## src/rtl/mux_16.sv

```systemverilog
// Registered 16-way word selector: out <= word S of the packed bus when en=1, else hold.
// One cycle select-to-output latency, no backpressure; en=0 simply freezes out.
module mux_16 #(
  parameter int WIDTH = 16
) (
  input  logic                clk,
  input  logic                rst_n,
  input  logic [16*WIDTH-1:0] in,
  input  logic [3:0]          S,
  input  logic                en,
  output logic [WIDTH-1:0]    out
);

  logic [WIDTH-1:0] words [16];
  logic [WIDTH-1:0] sel_word;

  // Unpack lanes so the select becomes a plain array index; word 0 sits at the LSBs.
  for (genvar k = 0; k < 16; k++) begin : g_unpack
    assign words[k] = in[WIDTH*k +: WIDTH];
  end

  always_comb begin
    sel_word = words[S];
  end

  always_ff @(posedge clk or negedge rst_n) begin
    if (!rst_n) begin
      out <= '0;
    end else if (en) begin
      out <= sel_word;
    end
  end

endmodule

```

## config.mk

```make
export PLATFORM = sky130hd
export DESIGN_NAME = mux_16
export DESIGN_NICKNAME = d
export VERILOG_FILES = /design/src/rtl/mux_16.sv
export SDC_FILE = /design/constraint.sdc
export NUM_CORES = 1
export LEC_CHECK = 0
export ABC_CLOCK_PERIOD_IN_PS = 800
export CORE_AREA = 2 2 108 110
export DETAILED_ROUTE_END_ITERATION = 8
export DIE_AREA = 0 0 110 112
export PLACE_DENSITY = 0.7
export SETUP_SLACK_MARGIN = 0.2
export SLEW_MARGIN = 20
export SYNTH_ARGS = -nofsm -noshare
export SYNTH_HDL_FRONTEND = slang
export SYNTH_SLANG_ARGS = --single-unit
```

## constraint.sdc

```tcl
create_clock -name clk -period 0.8 [get_ports clk]
set_clock_uncertainty 0.05 [all_clocks]
set_input_delay 0.16 -clock clk [delete_from_list [all_inputs] [get_ports clk]]
set_output_delay 0.16 -clock clk [all_outputs]
set_load 0.005 [all_outputs]
```

Word-level counts from Yosys, hierarchy flattened
Index checks and enable logic that the tools add are counted.
{"block": "classes", "magnitude_cmp": 1, "mux": 3, "n_bitwise": 1}
{"cell": "$bmux W16 S4", "n": 1}
{"cell": "$mux W16", "n": 2}
{"cell": "$ge A5 B5 Y1 const B", "n": 1}
{"cell": "$not A4 Y5", "n": 1}
{"block": "word_totals", "register_bits": 16, "inputBits": 263, "output_inout_bits": 16, "wordCells": 6}

Longest topological paths before layout
Gate-level depths: netlist of run 1.
{"block": "depth", "depth_word": 4, "mapped_depth": 6, "ltp_nobuf": 3}

Worst setup path before layout of run 1
Ideal clock, no wire load.
{"block": "synth_timing", "path_type": "in2reg", "from": "input S[2]", "to": "register out[3]", "setup_ns": 0.146, "t_arrival_ns": 1.192, "required_ns": 0.604, "slack_ns": -0.588, "cell_stages": 5, "path_buffers": 2, "path_cell_list": "buf_6 buf_12 mux4_2 mux2i_1 a221oi_2"}
{"block": "synth_between", "elab_chain_cells": 4}
{"element": "from (decl)", "line_no": "9", "rtl": "input logic [3:0] S,"}
{"element": "$not A4 Y5 (implied by the code)", "line_no": "23", "rtl": "sel_word = words[S];"}
{"element": "$bmux W16 S4", "line_no": "23"}
{"element": "$mux W16 (implied by the code) (2 in a row)", "line_no": "23"}
{"element": "to (signal assigned)", "line_no": "30", "rtl": "out <= sel_word;"}
{"element": "to (decl)", "line_no": "11", "rtl": "output logic [WIDTH-1:0] out"}
No other way between the ends. The select of a mux whose other input is x is not followed.
A chain may end at the register's enable or synchronous reset.

Worst setup path in the final report of run 1
{"block": "layout_timing", "from": "input in[212]", "to": "register out[4]"}
{"block": "layout_between", "elab_chain_cells": 3}
{"element": "from (decl)", "line_no": "8", "rtl": "input logic [16*WIDTH-1:0] in,"}
{"element": "$bmux W16 S4", "line_no": "23"}
{"element": "$mux W16 (implied by the code) (2 in a row)", "line_no": "23"}
No other way between the ends. The select of a mux whose other input is x is not followed.

==> flow_metrics.tcl, run 1 <==
set metrics [dict create \
    power_w 0.00540 \
    startpoint_type "input port" \
    htree_num_levels 1 \
    post-dp-hpwl_um 10800 \
    core_area_mm2 0.0112 \
    dp.cells 606 \
    fp.dieH_um 112 \
    via_count 3127 \
    regArea_um2 400 \
    clock_path_buffers 2 \
    path_class "in -> reg" \
    overflow 0 \
    ios 279 \
    yosys_register_bits 16 \
    setup_violations 32 \
    syn_inst 173 \
    final_cells 636 \
    relSlewSlack_pct 83.4 \
    cts_hold_buffers 0 \
    largest_reg_flops 16 \
    routed_wl_um 13500 \
    drive_gt1_share_pct 40.1 \
    ant_nets 0 \
    multi_input_area_mm2 0.00229 \
    post-route-period-util_pct 160 \
    dr.first_iter.drc_count 74 \
    grt_pass1_vias 3555 \
    rsz0062_at_grt "true" \
    crit_arrival_ps 1360 \
    synth_nets 436 \
    row_count 39 \
    clock_tree.root_cell "clkbuf_16" \
    synth_cell_types 18 \
    slew_violations 0 \
    setup_ws_ps -479 \
    clk_pin_slew_worst_paths_ps 50 \
    violations "setup timing" \
    ys_warn_count 0 \
    tritoncts "built" \
    fp.dieW_um 110 \
    hold_ws_ps 203 \
    critical_path.max_fanout 1 \
    grtUsageTotal_pct 21.5 \
    wl_per_cell_um 21.2 \
    r2r_setup_slack_ps -220 \
    dieArea_mm2 0.0123 \
    nFillCells 1037 \
    hold_path.class "in -> async" \
    cap_viol_max_count 0 \
    largestRegisters "out x16" \
    port_buffers 278 \
    tightest_slew_ps 248 \
    cts_buffers 3 \
    globalplace.congestion 0.869 \
    regMostFlops "out" \
    crit_required_ps 880 \
    grt_max_degree 33 \
    first_pass_iters 4 \
    power_density_mw_per_mm2 863 \
    clk_latency_ps 250 \
    clock-sinks 16 \
    grt_antenna_before_repair 2 \
    p_leak_nw 2.77 \
    max_freq_mhz 782 \
    num-nets-final 755 \
    end_kind "flip-flop" \
    hold_viol 0 \
    layout_min_cycle_time_ps 1280 \
    status "finished, violations left" \
    syn_area_per_cell_um2 15.2 \
    syn_to_final_growth_pct 137 \
    routed_via_density 4.92 \
    drc 0 \
    ir_drop_uv 908 \
    syn-cell-area_mm2 0.00264 \
    start_util_pct 23.6 \
    ys_seq_area_share_pct 15.2 \
    final_util_pct 56.0 \
    grt_pass1_wl_um 19600 \
]
[where the power goes]
| part | switching, W | internal (W) |
|---|---|---|
| logic | 0.00114 | 0.00216 |
| clock network | 0.000332 | 0.000760 |
| registers | 0.0000706 | 0.000936 |
[path summary, 6_finish.rpt]
path                       startpoint  endpoint  depth (start not counted)
max                           in[212]    out[4]                          4
min                             rst_n   out[11]                          2
max reg2reg                    out[8]    out[8]                          4
min reg2reg                   out[13]   out[13]                          2
max in group asynchronous       rst_n    out[7]                          2
min in group clk              in[111]   out[15]                          4
[per-stage QoR]
stage	setup slack (ps)	instance area [µm²]	TNS (ps)
floorplan	-536	2660	-8320
global placement	-1010	5790	-19460
detailed placement	-1040	5790	-19800
CTS	-446	6150	-9210
global route	-501	6260	-9830
finish	-479	6260	-8880
[cell usage after synthesis]
master	instances	area [µm²]
a221oi_1	8	70.1
a221oi_2	8	120
and2_1	1	6.26
buf_1	3	11.3
buf_12	5	100
buf_2	6	30.0
buf_4	3	22.5
buf_6	4	45.0
buf_8	1	15.0
clkbuf_1	4	15.0
dfrtp_1	16	400
mux2i_1	16	160
mux4_1	7	184
mux4_2	57	1280
nand2b_1	1	6.26
nor2_1	16	60.1
o22ai_1	16	100
or2_2	1	6.26
[repair_timing]
item,4_1_cts,5_1_grt
resized for setup,358,21
gates cloned,6,0
pin swaps,31,17
setup endpoints to repair,32,32
buffers inserted,16,2
[cells by family after synthesis]
| family | Yosys count | share of synthesized area, % |
|---|---|---|
| compound gates | 32 | 11.0 |
| flops | 16 | 15.2 |
| buf+inv | 26 | 9.06 |
| simple gates | 19 | 2.99 |
| mux | 80 | 61.7 |
[metal layers]
layer / up-vias / wire length (µm) / global-route usage, %
met5: - / 0 / 0
met4: 0 / 182 / 2.70
met3: 10 / 740 / 3.81
met2: 133 / 7770 / 41.9
met1: 1549 / 4780 / 24.4
li1: 1435 / - / -
[layout make-up]
cell class / count / share of cell area [%]
antenna: 2 / 0.0800
clock buffer: 4 / 1.42
multi-input combinational: 131 / 36.6
sequential: 16 / 6.40
tap: 143 / 2.86
timing repair buffer: 340 / 52.7
[cells in the final DEF, fill, tap and decap left out, drive strengths merged]
cell type      instances
clkbuf                 4
and2                   1
or2                    1
clkdlybuf4s50         35
nor2                  16
a221oi                16
dfrtp                 16
mux2i                 16
buf                   81
mux4                  64
nand2b                 1
dlymetal6s2s          11
diode                  2
dlygate4sd2          213
o22ai                 16
[worst max-delay path, stage by stage]
cell and delay [ps]:
clkdlybuf4s50_1 400, mux4_2 490, mux2i_2 200, a221oi_2 90
Note: power is estimated with default switching activity, not from simulation.
==> run 2: changes to the inputs <==
ABC_CLOCK_PERIOD_IN_PS = 1700   (was 800)
CORE_AREA = 2 2 109 111   (was 2 2 108 110)
CTS_CLUSTER_SIZE = 16   (was default)
DIE_AREA = 0 0 111 113   (was 0 0 110 112)
PLACE_DENSITY = 0.66   (was 0.7)
clock period = 1.7 ns   (was 0.8 ns; I/O delays follow)
==> flow_metrics.tcl, run 2 (synthesized netlist as in run 1, its figures left out) <==
set metrics [dict create \
    relSlewSlack_pct 82.7 \
    fp.dieH_um 113 \
    clock_path_buffers 2 \
    crit_required_ps 1770 \
    cap_viol_max_count 0 \
    drive_gt1_share_pct 30.1 \
    hold_path.class "in -> async" \
    fp.dieW_um 111 \
    ant_nets 0 \
    cts_hold_buffers 0 \
    largestRegisters "out x16" \
    grt_max_degree 33 \
    tritoncts "built" \
    power_density_mw_per_mm2 401 \
    startpoint_type "input port" \
    final_cells 611 \
    max_freq_mhz 666 \
    clock_tree.root_cell "clkbuf_16" \
    place_area_mm2 0.00570 \
    n_antenna_cell 0 \
    tightest_slew_ps 259 \
    num-nets-final 733 \
    grt_pass1_vias 3465 \
    end_kind "flip-flop" \
    status "completed" \
    grtUsageTotal_pct 19.3 \
    hold_ws_ps 383 \
    path_class "in -> reg" \
    clk_pin_slew_worst_paths_ps 50 \
    power_frac_comb_pct 61.8 \
    critical_path.max_fanout 1 \
    layout_common_cells "237 x clkdlybuf4s50_1, 62 x mux4_2, 32 x dlygate4sd2_1" \
    via_count 3032 \
    clkPwrFrac_pct 18.6 \
    clock-sinks 16 \
    switching_power_w 0.000627 \
    post-dp-hpwl_um 11100 \
    first_pass_iters 4 \
    overflow 0 \
    dp_slack_ps -380 \
    drc 0 \
    regMostFlops "out" \
    dieArea_mm2 0.0125 \
    dr.first_iter.drc_count 68 \
    start_util_pct 23.4 \
    slew_violations 0 \
    layout_min_cycle_time_ps 1500 \
    core_area_mm2 0.0113 \
    largest_reg_flops 16 \
    tns_ps 0 \
    p_leak_nw 2.29 \
    path_cells "clkdlybuf4s50_1 -> mux4_2 -> o22ai_1 -> buf_4 -> a221oi_2" \
    seqPwrFrac_pct 19.6 \
    row_count 39 \
    nFillCells 1011 \
    clk_latency_ps 240 \
    p_sw_share_pct 25.9 \
    cts_buffers 3 \
    grt_pass1_wl_um 18900 \
    ios 279 \
    port_buffers 278 \
    design_area_mm2 0.00604 \
    routed_wl_um 12900 \
    setup_violations 0 \
    globalplace.congestion 0.912 \
    htree_num_levels 1 \
    crit_slowest_cell "mux4_2" \
    ir_drop_uv 405 \
    post-route-period-util_pct 88.3 \
    hold_viol 0 \
    crit_arrival_ps 1570 \
    slowest_delay_ps 480 \
    rsz0062_at_grt "true" \
    wl_per_cell_um 21.1 \
    final_common_cell "clkdlybuf4s50_1" \
    internal_power_w 0.00179 \
    dp.cells 596 \
    grt_antenna_before_repair 0 \
    syn_to_final_growth_pct 129 \
    routed_via_density 4.96 \
    setup_ws_ps 199 \
]
## run 2: cell types whose count changed in the layout (fill, tap and decap cells not counted), sizes merged
cell / previous run / this run
clkdlybuf4s50: 35 / 237
dlygate4sd2: 213 / 32
buf: 81 / 40
dlymetal6s2s: 11 / 6
diode: 2 / 0
bufbuf: 0 / 1
or2: 1 / 2
## run 2: path summary, 6_finish.rpt
path | start | endpoint | slack, ps | cells past startpoint
setup / recovery | in[131] | out[3] | 200 | 5
hold / removal | rst_n | out[11] | 380 | 2
setup reg to reg | out[5] | out[5] | 860 | 3
hold reg to reg | out[13] | out[13] | 510 | 2
max in group asynchronous | rst_n | out[3] | 1020 | 2
min in group clk | out[13] | out[13] | 510 | 2
## run 2: metal layers
metal  vias up  routed length [µm]  track usage (%)
li1       1381                   -                -
met1      1513                4720             21.4
met2       128                7330             38.9
met3        10                 703             3.91
met4         0                 163             2.17
met5         -                   0                0
## run 2: stage by stage
stage                     utilization (%)  power [W]
after floorplan                         -    0.00103
after global placement               50.6    0.00190
after detailed placement             50.6    0.00192
after CTS                            52.4    0.00241
after global routing                 53.6    0.00254
final                                53.6    0.00242
## run 2: timing repair
action	4_1_cts	5_1_grt
cloned	1	2
endpoints found under the setup margin	29	17
buffers inserted	3	6
pin swaps	5	3
gates resized for setup	63	16
## run 2: area by class of cell
type / count / area, µm² / share of cell area, %
multi-input cells: 132 / 2150 / 35.6
clock buffers: 3 / 75.1 / 1.24
repair buffers: 317 / 3240 / 53.6
flip-flops and latches: 16 / 400 / 6.63
well taps: 143 / 179 / 2.96
## run 2: critical path, delay by kind of cell
kind                   cells  cell delay [ps]
AOI/OAI and AO/OA          2              210
buffers and inverters      2              540
muxes                      1              480
## run 2: power by group through the flow
stage	Sequential, W	Combinational, W	Clock [W]
final	0.000475	0.00150	0.000449
after detailed placement	0.000482	0.00144	0
after floorplan	0.000482	0.000546	0
after CTS	0.000477	0.00147	0.000458
after global placement	0.000483	0.00142	0
after global routing	0.000484	0.00159	0.000471
==> run 3: changes to the inputs <==
HOLD_SLACK_MARGIN = 0.15   (was default)
SLEW_MARGIN = default   (was 20)
==> results of run 3 <==
Final layout, timing and power as in run 2 (identical DEF).
